### config.mk
export PLATFORM = sky130hd
export DESIGN_NAME = isa_bus_initiator
export DESIGN_NICKNAME = d
export VERILOG_FILES = /design/src/rtl/isa_pkg.sv /design/src/rtl/isa_cycle_timer.sv /design/src/rtl/isa_bus_initiator.sv
export SDC_FILE = /design/constraint.sdc
export NUM_CORES = 1
export LEC_CHECK = 0
export BUFFER_PORTS_ARGS = -buffer_cell sky130_fd_sc_hd__buf_2
export CORE_ASPECT_RATIO = 0.9
export CORE_MARGIN = 2
export CORE_UTILIZATION = 50
export DETAILED_ROUTE_END_ITERATION = 7
export PLACE_DENSITY_LB_ADDON = 0.05
export SLEW_MARGIN = 40
export SYNTH_ARGS = -nofsm -noshare
export SYNTH_HDL_FRONTEND = slang
export SYNTH_SLANG_ARGS = --single-unit
### constraint.sdc
create_clock -name clk -period 2 [get_ports clk]
set_input_delay 0.1 -clock clk [delete_from_list [all_inputs] [get_ports clk]]
set_output_delay 0.1 -clock clk [all_outputs]
set_load 0.02 [all_outputs]
### src/rtl/isa_pkg.sv
// Shared types and constants for the ISA bus initiator: FSM states,
// strobe-select encoding ({io, write}) and the floating-bus read value.
package isa_pkg;

  typedef enum logic [2:0] {
    ST_IDLE,
    ST_SETUP,
    ST_STROBE,
    ST_WAIT,
    ST_HOLD,
    ST_RESP
  } isa_state_e;

  typedef enum logic [1:0] {
    SEL_MEMR = 2'b00,
    SEL_MEMW = 2'b01,
    SEL_IOR  = 2'b10,
    SEL_IOW  = 2'b11
  } isa_sel_e;

  localparam logic [7:0] ISA_FLOAT_DATA = 8'hFF;

  // Strobe vector ordering is {ior_l, iow_l, memr_l, memw_l}
  localparam logic [3:0] STROBES_IDLE = 4'b1111;

  function automatic logic [3:0] strobe_lines(input isa_sel_e sel);
    case (sel)
      SEL_IOR:  strobe_lines = 4'b0111;
      SEL_IOW:  strobe_lines = 4'b1011;
      SEL_MEMR: strobe_lines = 4'b1101;
      default:  strobe_lines = 4'b1110;
    endcase
  endfunction

endpackage

### src/rtl/isa_cycle_timer.sv
// Loadable down-counter with zero flag; one instance times every bus phase.
module isa_cycle_timer #(
  parameter int W = 8
) (
  input  logic         clk,
  input  logic         reset,
  input  logic         i_load,
  input  logic [W-1:0] i_value,
  output logic         o_zero
);

  logic [W-1:0] r_count;

  always_ff @(posedge clk) begin
    if (reset) begin
      r_count <= '0;
    end else if (i_load) begin
      r_count <= i_value;
    end else if (r_count != '0) begin
      r_count <= r_count - 1'b1;
    end
  end

  assign o_zero = (r_count == '0);

endmodule

### src/rtl/isa_bus_initiator.sv
// ISA bus cycle initiator: SETUP -> STROBE -> (WAIT) -> HOLD -> RESP.
// Define ISA_BUS_TIMEOUT_EN to abort wait states after TIMEOUT_CYC cycles.
module isa_bus_initiator
  import isa_pkg::*;
#(
  parameter int SETUP_CYC   = 2,
  parameter int STROBE_CYC  = 4,
  parameter int HOLD_CYC    = 2,
  parameter int TIMEOUT_CYC = 255
) (
  input  logic        clk,
  input  logic        reset,
  input  logic        req_valid,
  output logic        req_ready,
  input  logic        req_write,
  input  logic        req_io,
  input  logic [19:0] req_addr,
  input  logic [7:0]  req_wdata,
  output logic        rsp_valid,
  output logic [7:0]  rsp_rdata,
  output logic        rsp_timeout,
  output logic [19:0] bus_a,
  output logic        bus_ior_l,
  output logic        bus_iow_l,
  output logic        bus_memr_l,
  output logic        bus_memw_l,
  output logic [7:0]  bus_d,
  output logic        bus_d_oe,
  input  logic [7:0]  bus_din,
  input  logic        bus_dir,
  input  logic        bus_rdy,
  output logic        bus_aen
);

  // Phase lengths are assumed >= 1; the timer is loaded with length-1.
  localparam int MAX_SH  = (SETUP_CYC > HOLD_CYC) ? SETUP_CYC : HOLD_CYC;
  localparam int MAX_ST  = (STROBE_CYC > TIMEOUT_CYC) ? STROBE_CYC : TIMEOUT_CYC;
  localparam int MAX_CYC = (MAX_SH > MAX_ST) ? MAX_SH : MAX_ST;
  localparam int TMR_W   = (MAX_CYC > 1) ? $clog2(MAX_CYC) : 1;

  localparam logic [TMR_W-1:0] LD_SETUP  = TMR_W'(SETUP_CYC - 1);
  localparam logic [TMR_W-1:0] LD_STROBE = TMR_W'(STROBE_CYC - 1);
  localparam logic [TMR_W-1:0] LD_HOLD   = TMR_W'(HOLD_CYC - 1);

  isa_state_e       r_state;
  isa_sel_e         r_sel;
  logic [3:0]       r_strobe_n;
  logic [19:0]      r_bus_a;
  logic [7:0]       r_bus_d;
  logic             r_bus_d_oe;
  logic             r_req_ready;
  logic             r_rsp_valid;
  logic [7:0]       r_rsp_rdata;
  logic [7:0]       r_rdata_cap;

  logic             w_accept;
  logic             w_tmr_load;
  logic [TMR_W-1:0] w_tmr_value;
  logic             w_tmr_zero;
  logic [7:0]       w_bus_sample;

  assign w_accept     = req_valid & r_req_ready;
  assign w_bus_sample = bus_dir ? bus_din : ISA_FLOAT_DATA;

  isa_cycle_timer #(.W(TMR_W)) u_timer (
    .clk     (clk),
    .reset   (reset),
    .i_load  (w_tmr_load),
    .i_value (w_tmr_value),
    .o_zero  (w_tmr_zero)
  );

  // Timer reload at every phase boundary the FSM below takes
  always_comb begin
    w_tmr_load  = 1'b0;
    w_tmr_value = '0;
    case (r_state)
      ST_IDLE: if (w_accept) begin
        w_tmr_load  = 1'b1;
        w_tmr_value = LD_SETUP;
      end
      ST_SETUP: if (w_tmr_zero) begin
        w_tmr_load  = 1'b1;
        w_tmr_value = LD_STROBE;
      end
      ST_STROBE: if (w_tmr_zero) begin
        w_tmr_load  = 1'b1;
`ifdef ISA_BUS_TIMEOUT_EN
        w_tmr_value = bus_rdy ? LD_HOLD : TMR_W'(TIMEOUT_CYC - 1);
`else
        w_tmr_value = LD_HOLD;
`endif
      end
      ST_WAIT: begin
`ifdef ISA_BUS_TIMEOUT_EN
        w_tmr_load = bus_rdy | w_tmr_zero;
`else
        w_tmr_load = bus_rdy;
`endif
        w_tmr_value = LD_HOLD;
      end
      default: ;
    endcase
  end

`ifdef ISA_BUS_TIMEOUT_EN
  logic r_timed_out;
  logic r_rsp_timeout;
  assign rsp_timeout = r_rsp_timeout;
`else
  assign rsp_timeout = 1'b0;
`endif

  always_ff @(posedge clk) begin
    if (reset) begin
      r_state     <= ST_IDLE;
      r_sel       <= SEL_MEMR;
      r_strobe_n  <= STROBES_IDLE;
      r_bus_a     <= '0;
      r_bus_d     <= '0;
      r_bus_d_oe  <= 1'b0;
      r_req_ready <= 1'b1;
      r_rsp_valid <= 1'b0;
      r_rsp_rdata <= '0;
      r_rdata_cap <= '0;
`ifdef ISA_BUS_TIMEOUT_EN
      r_timed_out   <= 1'b0;
      r_rsp_timeout <= 1'b0;
`endif
    end else begin
      r_rsp_valid <= 1'b0;
      case (r_state)
        ST_IDLE: if (w_accept) begin
          r_req_ready <= 1'b0;
          r_sel       <= isa_sel_e'({req_io, req_write});
          r_bus_a     <= req_addr;
          r_bus_d_oe  <= req_write;
          if (req_write) r_bus_d <= req_wdata;
`ifdef ISA_BUS_TIMEOUT_EN
          r_timed_out <= 1'b0;
`endif
          r_state     <= ST_SETUP;
        end
        ST_SETUP: if (w_tmr_zero) begin
          r_strobe_n <= strobe_lines(r_sel);
          r_state    <= ST_STROBE;
        end
        ST_STROBE: if (w_tmr_zero) begin
          if (bus_rdy) begin
            r_strobe_n  <= STROBES_IDLE;
            r_rdata_cap <= w_bus_sample;
            r_state     <= ST_HOLD;
          end else begin
            r_state <= ST_WAIT;
          end
        end
        ST_WAIT: begin
          if (bus_rdy) begin
            r_strobe_n  <= STROBES_IDLE;
            r_rdata_cap <= w_bus_sample;
            r_state     <= ST_HOLD;
          end
`ifdef ISA_BUS_TIMEOUT_EN
          else if (w_tmr_zero) begin
            r_strobe_n  <= STROBES_IDLE;
            r_rdata_cap <= ISA_FLOAT_DATA;
            r_timed_out <= 1'b1;
            r_state     <= ST_HOLD;
          end
`endif
        end
        ST_HOLD: if (w_tmr_zero) begin
          r_bus_d_oe  <= 1'b0;
          r_rsp_valid <= 1'b1;
          r_rsp_rdata <= r_sel[0] ? 8'h00 : r_rdata_cap;
`ifdef ISA_BUS_TIMEOUT_EN
          r_rsp_timeout <= r_timed_out;
`endif
          r_state     <= ST_RESP;
        end
        ST_RESP: begin
          r_req_ready <= 1'b1;
          r_state     <= ST_IDLE;
        end
        default: r_state <= ST_IDLE;
      endcase
    end
  end

  assign req_ready  = r_req_ready;
  assign rsp_valid  = r_rsp_valid;
  assign rsp_rdata  = r_rsp_rdata;
  assign bus_a      = r_bus_a;
  assign bus_d      = r_bus_d;
  assign bus_d_oe   = r_bus_d_oe;
  assign bus_ior_l  = r_strobe_n[3];
  assign bus_iow_l  = r_strobe_n[2];
  assign bus_memr_l = r_strobe_n[1];
  assign bus_memw_l = r_strobe_n[0];
  assign bus_aen    = 1'b0;

endmodule

==> impl_metrics.toml, run 1 <==
[die]
dieWidth_microns = 81.6
die-area_sq_um = 6020
fp.dieH_microns = 73.8
core_sq_um = 5220
start_util_pct = 51.8
io_pins = 88
rows = 25

[global_route]
grt_pass1_vias = 2300
grt_max_degree = 30
track_usage_pct = 21.5
antenna_found_initial = 0
grt_overflow_total = 0
grt_pass1_wl_mm = 9.89

[place]
dp_hpwl_mm = 4.20
numPortBuffers = 85
place_inst = 456
gp_congestion = 0.766
place_ws_ns = 0.0205

[power_and_ir_drop]
pwr_density_cell_nw_per_um2 = 1180
max-vdd-ir-drop_v = 0.000764
cellLeakagePower_nw = 1.53

[cts]
path_clk_slew_ns = 0.06
cts_sinks = 64
cts_tree = "done"
clk_latency_ns = 0.33
cts_max_level = 3
cts-root-buf = "clkbuf_8"
clock_path_buffers = 2
numCtsBuffers = 9

[synthesis]
synth-edff-count = 0
yosys_register_bits = 64
synth.top_cell.area_share_pct = 47.3
async_reset_ff_share_pct = 0
ys_types = 45
synth_top_area_cell = "dfxtp_1"
netlist_instances = 313
netlist_area_sq_um = 2710
synth.area.top_cells = "dfxtp_1 47%, a21oi_1 9.1%, nand2_1 8.7%"
yosysWarnings = 0
synthFlopType = "dfxtp_1"
yosysSeqAreaShare_pct = 47.3
syn-mean-instance-area_sq_um = 8.65

[timing]
fmax_mhz = 525
hold_ws_ns = 0.00789
worst_slack_ns = 0.0968
skew_ns = 0.00537
post-route-period-util_pct = 95.2
setup_viol = 0
hold_viol = 0
rsz0062_at_grt = "no"
fin_crit_ns = 1.90
tns_ns = 0
slew_viol_final = 0

[route]
detail_route.wl_per_cell_microns = 12.5
wl_met2_mm = 2.87
drt_iter0_drc = 90
viasPerCell = 5.11
m1WireLength_mm = 2.82
route.vias.total = 2509
totalWireLength_mm = 6.12
drt-pass1-iter-count = 4
final_antenna_net_count = 0
drc = 0
wl_met3_microns = 340
dr.max_layer_used = "met4"

[worst_setup_path]
worstPathRequired_ns = 2.22
worstPathMaxFanout = 6
end_kind = "flop"
path_class = "flop to flop"
arrival_ns = 2.13
critPathLaunchType = "flop"

[run]
drv_cap = 0

[layout]
nNetsFinal = 465
area_growth_pct = 33.7
layout-drive-gt1-share_pct = 31.4
fin_cells = 491
num_antenna_cells = 0

[worst_hold_path]
min_path_type = "primary input to flop"

[outcome]
status = "finished, final reports clean"
## where the power goes
part	internal [W]	total [W]	leakage (nW)	switching (W)
clock network	0.000666	0.00112	0.108	0.000450
registers	0.00146	0.00160	0.521	0.000143
logic	0.000674	0.00156	0.905	0.000883
total	0.00280	0.00428	1.53	0.00148
## synth_stat cells (all sizes together) (2+ instances only)
| library cell | n |
|---|---|
| nand4 | 3 |
| nor3b | 3 |
| inv | 7 |
| or3 | 2 |
| or3b | 8 |
| o21a | 3 |
| nand2 | 63 |
| ha | 2 |
| dfxtp | 64 |
| nand3 | 13 |
| mux2i | 5 |
| o221a | 8 |
| a211o | 2 |
| or2 | 2 |
| nand3b | 2 |
| o21ai | 7 |
| nor3 | 4 |
| nor4 | 2 |
| nor2 | 15 |
| a21oi | 49 |
| buf | 8 |
| clkbuf | 15 |
| a211oi | 3 |
| and2 | 2 |
| xnor2 | 5 |
| nor4b | 2 |
| a31oi | 2 |
## logic make-up (layout without fill, tap and decap cells)
family	Yosys count	in the layout	synth area share, %
xor+xnor	5	5	1.62
flops	64	64	47.3
mux	5	5	1.85
other cells	1	2	0.139
simple gates	126	126	24.6
fa+ha+maj	2	2	0.924
compound gates	80	80	18.7
buf+inv	30	140	4.81
## layout make-up
type	instances	area, sq um
clock buffers	12	165
clock inverters	3	40.0
fillers	436	1610
inverters	7	26.3
multi-input cells	220	1310
flip-flops and latches	64	1280
well taps	67	83.8
repair buffers	118	716
## critical path, stage by stage, from the launching register on
cell	delay (ns)
dfxtp_1	0.37
inv_1	0.08
ha_1	0.18
nor4b_4	0.13
buf_4	0.17
a21oi_1	0.34
nor4_4	0.09
buf_4	0.16
o221a_2	0.26
## cell usage in the layout (no fill, tap or decap), types with 2 or more instances in the layout
master / instances
a211o_1: 2
nand2_1: 63
a21oi_1: 49
nor2_1: 15
mux2i_1: 5
or2_2: 2
dlygate4sd3_1: 17
o221a_2: 8
inv_1: 7
buf_2: 85
buf_4: 16
dfxtp_1: 64
clkinv_2: 2
o21a_1: 3
and2_1: 2
nand3b_1: 2
or3b_1: 8
a211oi_1: 3
nand3_1: 12
xnor2_1: 5
o21ai_0: 7
clkbuf_8: 12
ha_1: 2
or3_1: 2
nor3b_1: 3
nor3_1: 3
nand4_1: 3
conb_1: 2
## layer usage
layer	vias up	GRT usage, %
li1	1307	-
met1	1127	25.3
met2	64	36.6
met3	11	7.62
met4	0	6.97
met5	-	0
## final timing paths
path	depth (start not counted)	slack, ns	end	startpoint
hold / removal	3	0.008	bus_a[19]	req_addr[19]
setup / recovery	8	0.1	r_rdata_cap[2]	u_timer.r_count[1]
hold reg to reg	2	0.45	rsp_rdata[1]	rsp_rdata[1]
setup reg to reg	8	0.1	r_rdata_cap[2]	u_timer.r_count[1]
## flip-flops by register name, summed over array words and instances, names as in the netlist, 2 cells and up
signal,cells
r_sel,2
u_timer.r_count,8
bus_a,20
r_strobe_n,4
r_rdata_cap,8
rsp_rdata,8
r_state,3
bus_d,8
## metrics by stage
stage | area (sq um) | util [%] | power [W]
floorplan | 2710 | - | 0.00273
global placement | 3210 | 61.5 | 0.00310
detailed placement | 3210 | 61.5 | 0.00313
CTS | 3590 | 68.7 | 0.00428
global route | 3620 | 69.3 | 0.00457
finish | 3620 | 69.3 | 0.00428
## repair_timing
action                                 4_1_cts  5_1_grt
setup endpoints to repair                    0       17
hold buffers                                17        0
gates resized for setup                      0        1
buffers inserted                             0        3
endpoints found under the hold margin       17        0
Power figures use the tool's default switching activity.
==> inputs of run 2 (changes only) <==
--- a/config.mk
+++ b/config.mk
@@ -5,13 +5,17 @@
 export SDC_FILE = /design/constraint.sdc
 export NUM_CORES = 1
 export LEC_CHECK = 0
+export ABC_AREA = 1
 export BUFFER_PORTS_ARGS = -buffer_cell sky130_fd_sc_hd__buf_2
+export CELL_PAD_IN_SITES_DETAIL_PLACEMENT = 1
+export CELL_PAD_IN_SITES_GLOBAL_PLACEMENT = 2
 export CORE_ASPECT_RATIO = 0.9
 export CORE_MARGIN = 2
-export CORE_UTILIZATION = 50
+export CORE_UTILIZATION = 27
 export DETAILED_ROUTE_END_ITERATION = 7
 export PLACE_DENSITY_LB_ADDON = 0.05
 export SLEW_MARGIN = 40
 export SYNTH_ARGS = -nofsm -noshare
 export SYNTH_HDL_FRONTEND = slang
+export SYNTH_HIERARCHICAL = 1
 export SYNTH_SLANG_ARGS = --single-unit
==> run 2 against run 1 <==
Net effect: non-clock buffer count is 3 higher; synthesized area down 0.65%; critical path depth is 1 higher; sequential cell count stayed put; via count up 7.9%; count of clock-buffer cells in the layout is the same; global-route usage shrank 5.3 points; clock skew is 0.0045 ns higher; first-iteration DRC count rose by 1.1%; sequential share of layout area shrank 1.3 points; sequential power rose by 12%; worst hold slack gained 0.0076 ns; critical endpoint is now r_rdata_cap[4]; largest power group is now combinational logic.
==> impl_metrics.toml, run 2 <==
[synthesis]
synth.top_cell.area_share_pct = 47.7
synthFlopType = "dfxtp_1"
netlist_area_sq_um = 2690
async_reset_ff_share_pct = 0
synth_most_common_cell = "nor2_1"
synth_common_cells = "86 x nor2_1, 64 x dfxtp_1, 41 x nand2_1, 40 x o21ai_0, 20 x nand3_1"
ys_types = 30
netlist_instances = 354
synth.area.top_cells = "dfxtp_1 48%, nor2_1 12%, o21ai_0 7.4%"
synth_top_area_cell = "dfxtp_1"
yosysSeqAreaShare_pct = 47.7
syn-mean-instance-area_sq_um = 7.60
yosysWarnings = 6
synth-edff-count = 0
yosys_register_bits = 64

[die]
fp.dieH_microns = 98.7
die-area_sq_um = 10800
io_pins = 88
rows = 34
dieWidth_microns = 109
core_sq_um = 9700
start_util_pct = 27.7

[timing]
fin_crit_ns = 1.80
rsz0062_at_grt = "no"
post-route-period-util_pct = 90.1
hold_viol = 0
setup_viol = 0
tns_ns = 0
slew_viol_final = 0
skew_ns = 0.00985
fmax_mhz = 555

[layout]
nNetsFinal = 523
fin_util_pct = 38.7
largest_reg_flops = 20
num_antenna_cells = 0
area_growth_pct = 39.6
final_common_cell = "nor2_1"
layout-drive-gt1-share_pct = 28.9
final_cell_mix = "86 x nor2_1, 85 x buf_2, 64 x dfxtp_1, 41 x nand2_1, 40 x o21ai_0"

[power_and_ir_drop]
pwr_density_cell_nw_per_um2 = 1360
clockPowerShare_pct = 20.3
max-vdd-ir-drop_v = 0.000529
cellLeakagePower_nw = 1.75
p_sw_w = 0.00218
combPwrFrac_pct = 44.4
p_seq_share_pct = 35.3
netSwitchingFraction_pct = 42.8
intPower_w = 0.00291

[route]
drt_iter0_drc = 91
drc = 0
route.vias.total = 2708
drt-pass1-iter-count = 4
detail_route.wl_per_cell_microns = 13.2
viasPerCell = 4.44
totalWireLength_mm = 8.06
final_antenna_net_count = 0

[worst_setup_path]
critPathTopFamily = "simple AND/OR/NAND/NOR gates"
path_class = "flop to flop"
r2r-start = "u_timer/r_count[0]"
arrival_ns = 2.03
slowest_stage = "dfxtp_1"
worstPathRequired_ns = 2.23
path_cells = "inv_2, ha_2, nand2_2, nor2_8, inv_1, nand3_4, nand3_4, nor3_1, nor2_1"
path_buf_inv = 2
critPathLaunchType = "flop"
max_stage_delay_ns = 0.32
end_kind = "flop"
critPathLaunch = "u_timer/r_count[0]"
worstPathMaxFanout = 9
path_common_cell = "nand3_4"

[global_route]
grt_overflow_total = 0
grt_pass1_vias = 2808
antenna_found_initial = 0
grt_pass1_wl_mm = 13.8
grt_max_degree = 36
track_usage_pct = 16.2

[place]
numPortBuffers = 85
gp_congestion = 0.763
dp_hpwl_mm = 5.71

[cts]
cts_max_level = 3
cts_sinks = 64
cts-root-buf = "clkbuf_8"
clock_path_buffers = 2
path_clk_slew_ns = 0.07
clk_latency_ns = 0.34
cts_tree = "done"
numCtsBuffers = 9

[worst_hold_path]
min_path_type = "primary input to flop"
min_from = "bus_din[1]"

[outcome]
status = "finished, final reports clean"

[run]
drv_cap = 0
-- run 2: worst paths after layout --
kind	to	slack [ns]	depth (start not counted)
setup / recovery	r_rdata_cap[4]	0.20	9
hold reg to reg	r_strobe_n[3]	0.48	2
hold / removal	r_rdata_cap[1]	0.02	3
setup reg to reg	r_rdata_cap[4]	0.20	9
-- run 2: stage by stage --
step / area, sq um / hold WS (ns) / instances / total power, W / worst slack [ns]
global placement: 3300 / 0.321 / 568 / 0.00398 / 0.153
detailed placement: 3300 / 0.331 / 568 / 0.00402 / 0.0829
CTS: 3720 / 0.000248 / 608 / 0.00512 / 0.0622
global route: 3750 / 0.00687 / 610 / 0.00559 / 0.00547
finish: 3750 / 0.0155 / 610 / 0.00509 / 0.197
floorplan: 2720 / 0.169 / 361 / 0.00335 / 0.325
-- run 2: cell families after synthesis --
group | synth area share [%]
AOI/OAI and AO/OA | 13.4
and+or+nand+nor | 31.6
buffers and inverters | 5.77
other | 0.139
DFF | 47.7
xor gates and xnor gates | 0.977
adders and majority gates | 0.465
-- run 2: metal layers --
| metal | global-route usage [%] | vias up | routed length [microns] |
|---|---|---|---|
| met1 | 21.6 | 1257 | 3910 |
| met3 | 5.69 | 6 | 373 |
| li1 | - | 1399 | - |
| met4 | 3.80 | 0 | 53 |
| met2 | 25.3 | 46 | 3730 |
| met5 | 0 | - | 0 |
-- run 2: area by class of cell --
| type | instances | area [sq um] |
|---|---|---|
| repair buffers | 121 | 758 |
| flip-flops and latches | 64 | 1280 |
| clock inverters | 4 | 28.8 |
| fillers | 1239 | 5940 |
| clock buffers | 12 | 155 |
| well taps | 126 | 158 |
| inverters | 21 | 82.6 |
| multi-input cells | 262 | 1290 |
-- run 2: worst register-to-register path, stage by stage (launching register included) --
cell and delay (ns):
dfxtp_1 0.32, inv_2 0.09, ha_2 0.22, nand2_2 0.11, nor2_8 0.20, inv_1 0.14, nand3_4 0.14, nand3_4 0.15
nor3_1 0.24, nor2_1 0.08
-- run 2: power by group through the flow --
stage          combinational, W  sequential (W)  clock [W]
2_1_floorplan           0.00132         0.00203          0
3_3_place_gp            0.00216         0.00182          0
3_5_place_dp            0.00219         0.00183          0
5_1_grt                 0.00258         0.00185    0.00116
6_report                0.00226         0.00180    0.00103
4_1_cts                 0.00224         0.00180    0.00108
-- run 2: timing repair --
| action | 4_1_cts | 5_1_grt |
|---|---|---|
| hold endpoints to repair | 24 | 1 |
| setup buffers | 0 | 1 |
| setup endpoints to repair | 0 | 9 |
| hold buffers | 24 | 1 |
| gates resized for setup | 0 | 4 |
==> inputs of run 3 (changes only) <==
--- a/config.mk
+++ b/config.mk
@@ -17,5 +17,4 @@
 export SLEW_MARGIN = 40
 export SYNTH_ARGS = -nofsm -noshare
 export SYNTH_HDL_FRONTEND = slang
-export SYNTH_HIERARCHICAL = 1
 export SYNTH_SLANG_ARGS = --single-unit
==> run 3 against run 2 <==
Net effect: final cell count down 1.5%; synthesized area shrank 1.0%; sequential share of layout area increased by 0.97 points; clock skew is 0.0012 ns higher; utilization decreased by 0.74 points; non-clock buffer count shrank 8; count of clock-buffer cells in the layout unchanged; critical path type unchanged; critical endpoint is now r_strobe_n[1].
==> impl_metrics.toml, run 3 <==
[global_route]
grt_pass1_wl_mm = 12.6
antenna_found_initial = 0
grt_pass1_vias = 2635
grt_max_degree = 29
track_usage_pct = 15.2
grt_overflow_total = 0

[synthesis]
synth_most_common_cell = "nor2_1"
yosys_register_bits = 64
synth_common_cells = "98 x nor2_1, 64 x dfxtp_1, 58 x nand2_1, 34 x o21ai_0, 19 x inv_1"
synth.top_cell.area_share_pct = 48.1
yosysWarnings = 0
yosysSeqAreaShare_pct = 48.1
ys_types = 31
synth_top_area_cell = "dfxtp_1"
async_reset_ff_share_pct = 0
synth.area.top_cells = "dfxtp_1 48%, nor2_1 14%, nand2_1 8.2%"
netlist_instances = 360
synthFlopType = "dfxtp_1"
synth-edff-count = 0
netlist_area_sq_um = 2660
syn-mean-instance-area_sq_um = 7.39

[layout]
num_antenna_cells = 0
layout-drive-gt1-share_pct = 26.5
largest_reg_flops = 20
final_common_cell = "nor2_1"
final_cell_mix = "98 x nor2_1, 85 x buf_2, 64 x dfxtp_1, 58 x nand2_1, 34 x o21ai_0"
area_growth_pct = 37.2
nNetsFinal = 515
fin_cells = 601

[timing]
max-slew-margin-rel_pct = 65.2
hold_ws_ns = 0.0262
setup_viol = 0
slew_viol_final = 0
post-route-period-util_pct = 81.7
skew_ns = 0.0110
worst_pin_slew_ns = 0.521
tns_ns = 0
fmax_mhz = 612
rsz0062_at_grt = "no"
fin_crit_ns = 1.63
hold_viol = 0

[place]
numPortBuffers = 85
gp_congestion = 0.786
dp_hpwl_mm = 5.56
place_inst = 561

[power_and_ir_drop]
p_seq_share_pct = 35.6
pwr_density_cell_nw_per_um2 = 1370
cellLeakagePower_nw = 1.74
p_sw_w = 0.00200
combPwrFrac_pct = 39.1
max-vdd-ir-drop_v = 0.000419
intPower_w = 0.00300
clockPowerShare_pct = 25.4
netSwitchingFraction_pct = 40.1

[outcome]
status = "finished, final reports clean"

[die]
rows = 34
fp.dieH_microns = 98.2
io_pins = 88
start_util_pct = 27.7
dieWidth_microns = 109
core_sq_um = 9610
die-area_sq_um = 10700

[worst_setup_path]
slowest_stage = "dfxtp_1"
worstPathMaxFanout = 8
path_common_cell = "nand2_2"
worstPathRequired_ns = 2.23
critPathLaunchType = "flop"
critPathTopFamily = "simple AND/OR/NAND/NOR gates"
arrival_ns = 1.87
path_class = "flop to flop"
end_kind = "flop"
path_buf_inv = 3
path_cells = "inv_1, ha_1, nand2_1, inv_1, nand2_2, nand2_2, nand2_2, clkinv_1, o21ai_0, nand2_1"
max_stage_delay_ns = 0.35

[cts]
cts_repair_resize_count = 0
cts_sinks = 64
clock_path_buffers = 2
cts_tree = "done"
ctsHoldBuffers = 24
numCtsBuffers = 9
cts_max_level = 3
cts-root-buf = "clkbuf_8"
path_clk_slew_ns = 0.07
clk_latency_ns = 0.35
post_cts_buffers = 0

[route]
detail_route.wl_per_cell_microns = 12.9
viasPerCell = 4.40
route.vias.total = 2643
drt_iter0_drc = 77
drc = 0
drt-pass1-iter-count = 4
totalWireLength_mm = 7.76
final_antenna_net_count = 0

[run]
drv_cap = 0

[worst_hold_path]
min_path_type = "primary input to flop"
run 3: changes by cell type after synthesis, moves of 6 or more:
| cell | change |
|---|---|
| o21ai_0 | -6 |
| nor3_1 | -15 |
| nor2_1 | +12 |
| o21ai_1 | -7 |
| nand2_1 | +17 |
| inv_1 | +8 |
run 3: metrics by stage:
step	worst slack (ns)	area, sq um	total power, W	utilization (%)
floorplan	0.608	2670	0.00320	-
global placement	0.412	3190	0.00375	33.2
detailed placement	0.356	3190	0.00376	33.2
CTS	0.340	3650	0.00511	38.0
global route	0.161	3650	0.00541	38.0
finish	0.366	3650	0.00500	38.0
run 3: cells by family after synthesis:
logic type                 share of synthesized area, %
xor gates and xnor gates                           1.32
adders and majority gates                         0.940
DFF                                                48.1
buffers and inverters                              6.91
AOI/OAI and AO/OA                                  11.5
and+or+nand+nor                                    31.1
other                                             0.141
run 3: routing by layer:
| metal | wire length (microns) | up-vias | global-route usage [%] | part of all wire, % |
|---|---|---|---|---|
| li1 | - | 1360 | - | - |
| met1 | 3630 | 1211 | 18.8 | 47 |
| met5 | 0 | - | 0 | 0 |
| met4 | 161 | 0 | 7.00 | 2.1 |
| met3 | 335 | 11 | 3.81 | 4.3 |
| met2 | 3640 | 61 | 24.7 | 47 |
run 3: power groups by stage:
| stage | sequential (W) | combinational (W) | clock, W |
|---|---|---|---|
| after detailed placement | 0.00181 | 0.00195 | 0 |
| after global routing | 0.00182 | 0.00222 | 0.00137 |
| after global placement | 0.00181 | 0.00194 | 0 |
| after CTS | 0.00179 | 0.00199 | 0.00133 |
| final | 0.00178 | 0.00195 | 0.00127 |
| after floorplan | 0.00202 | 0.00118 | 0 |
run 3: path summary, 6_finish.rpt:
kind | startpoint | endpoint | slack, ns | cells after the start
worst max-delay path | u_timer.r_count[0] | r_strobe_n[1] | 0.37 | 10
worst min-delay path | req_wdata[4] | bus_d[4] | 0.03 | 3
worst max register to register | u_timer.r_count[0] | r_strobe_n[1] | 0.37 | 10
worst min register to register | r_strobe_n[1] | r_strobe_n[1] | 0.46 | 2
run 3: final cells by class:
type | count | area (sq um)
sequential | 64 | 1280
timing repair buffer | 113 | 696
inverter | 25 | 93.8
fill | 1222 | 5960
tap | 126 | 158
clock inverter | 4 | 77.6
clock buffer | 12 | 145
multi-input combinational | 257 | 1200
run 3: worst min-delay path, stage by stage:
cell and delay, ns:
buf_2 0.07, o21ai_0 0.08, nor2_1 0.08
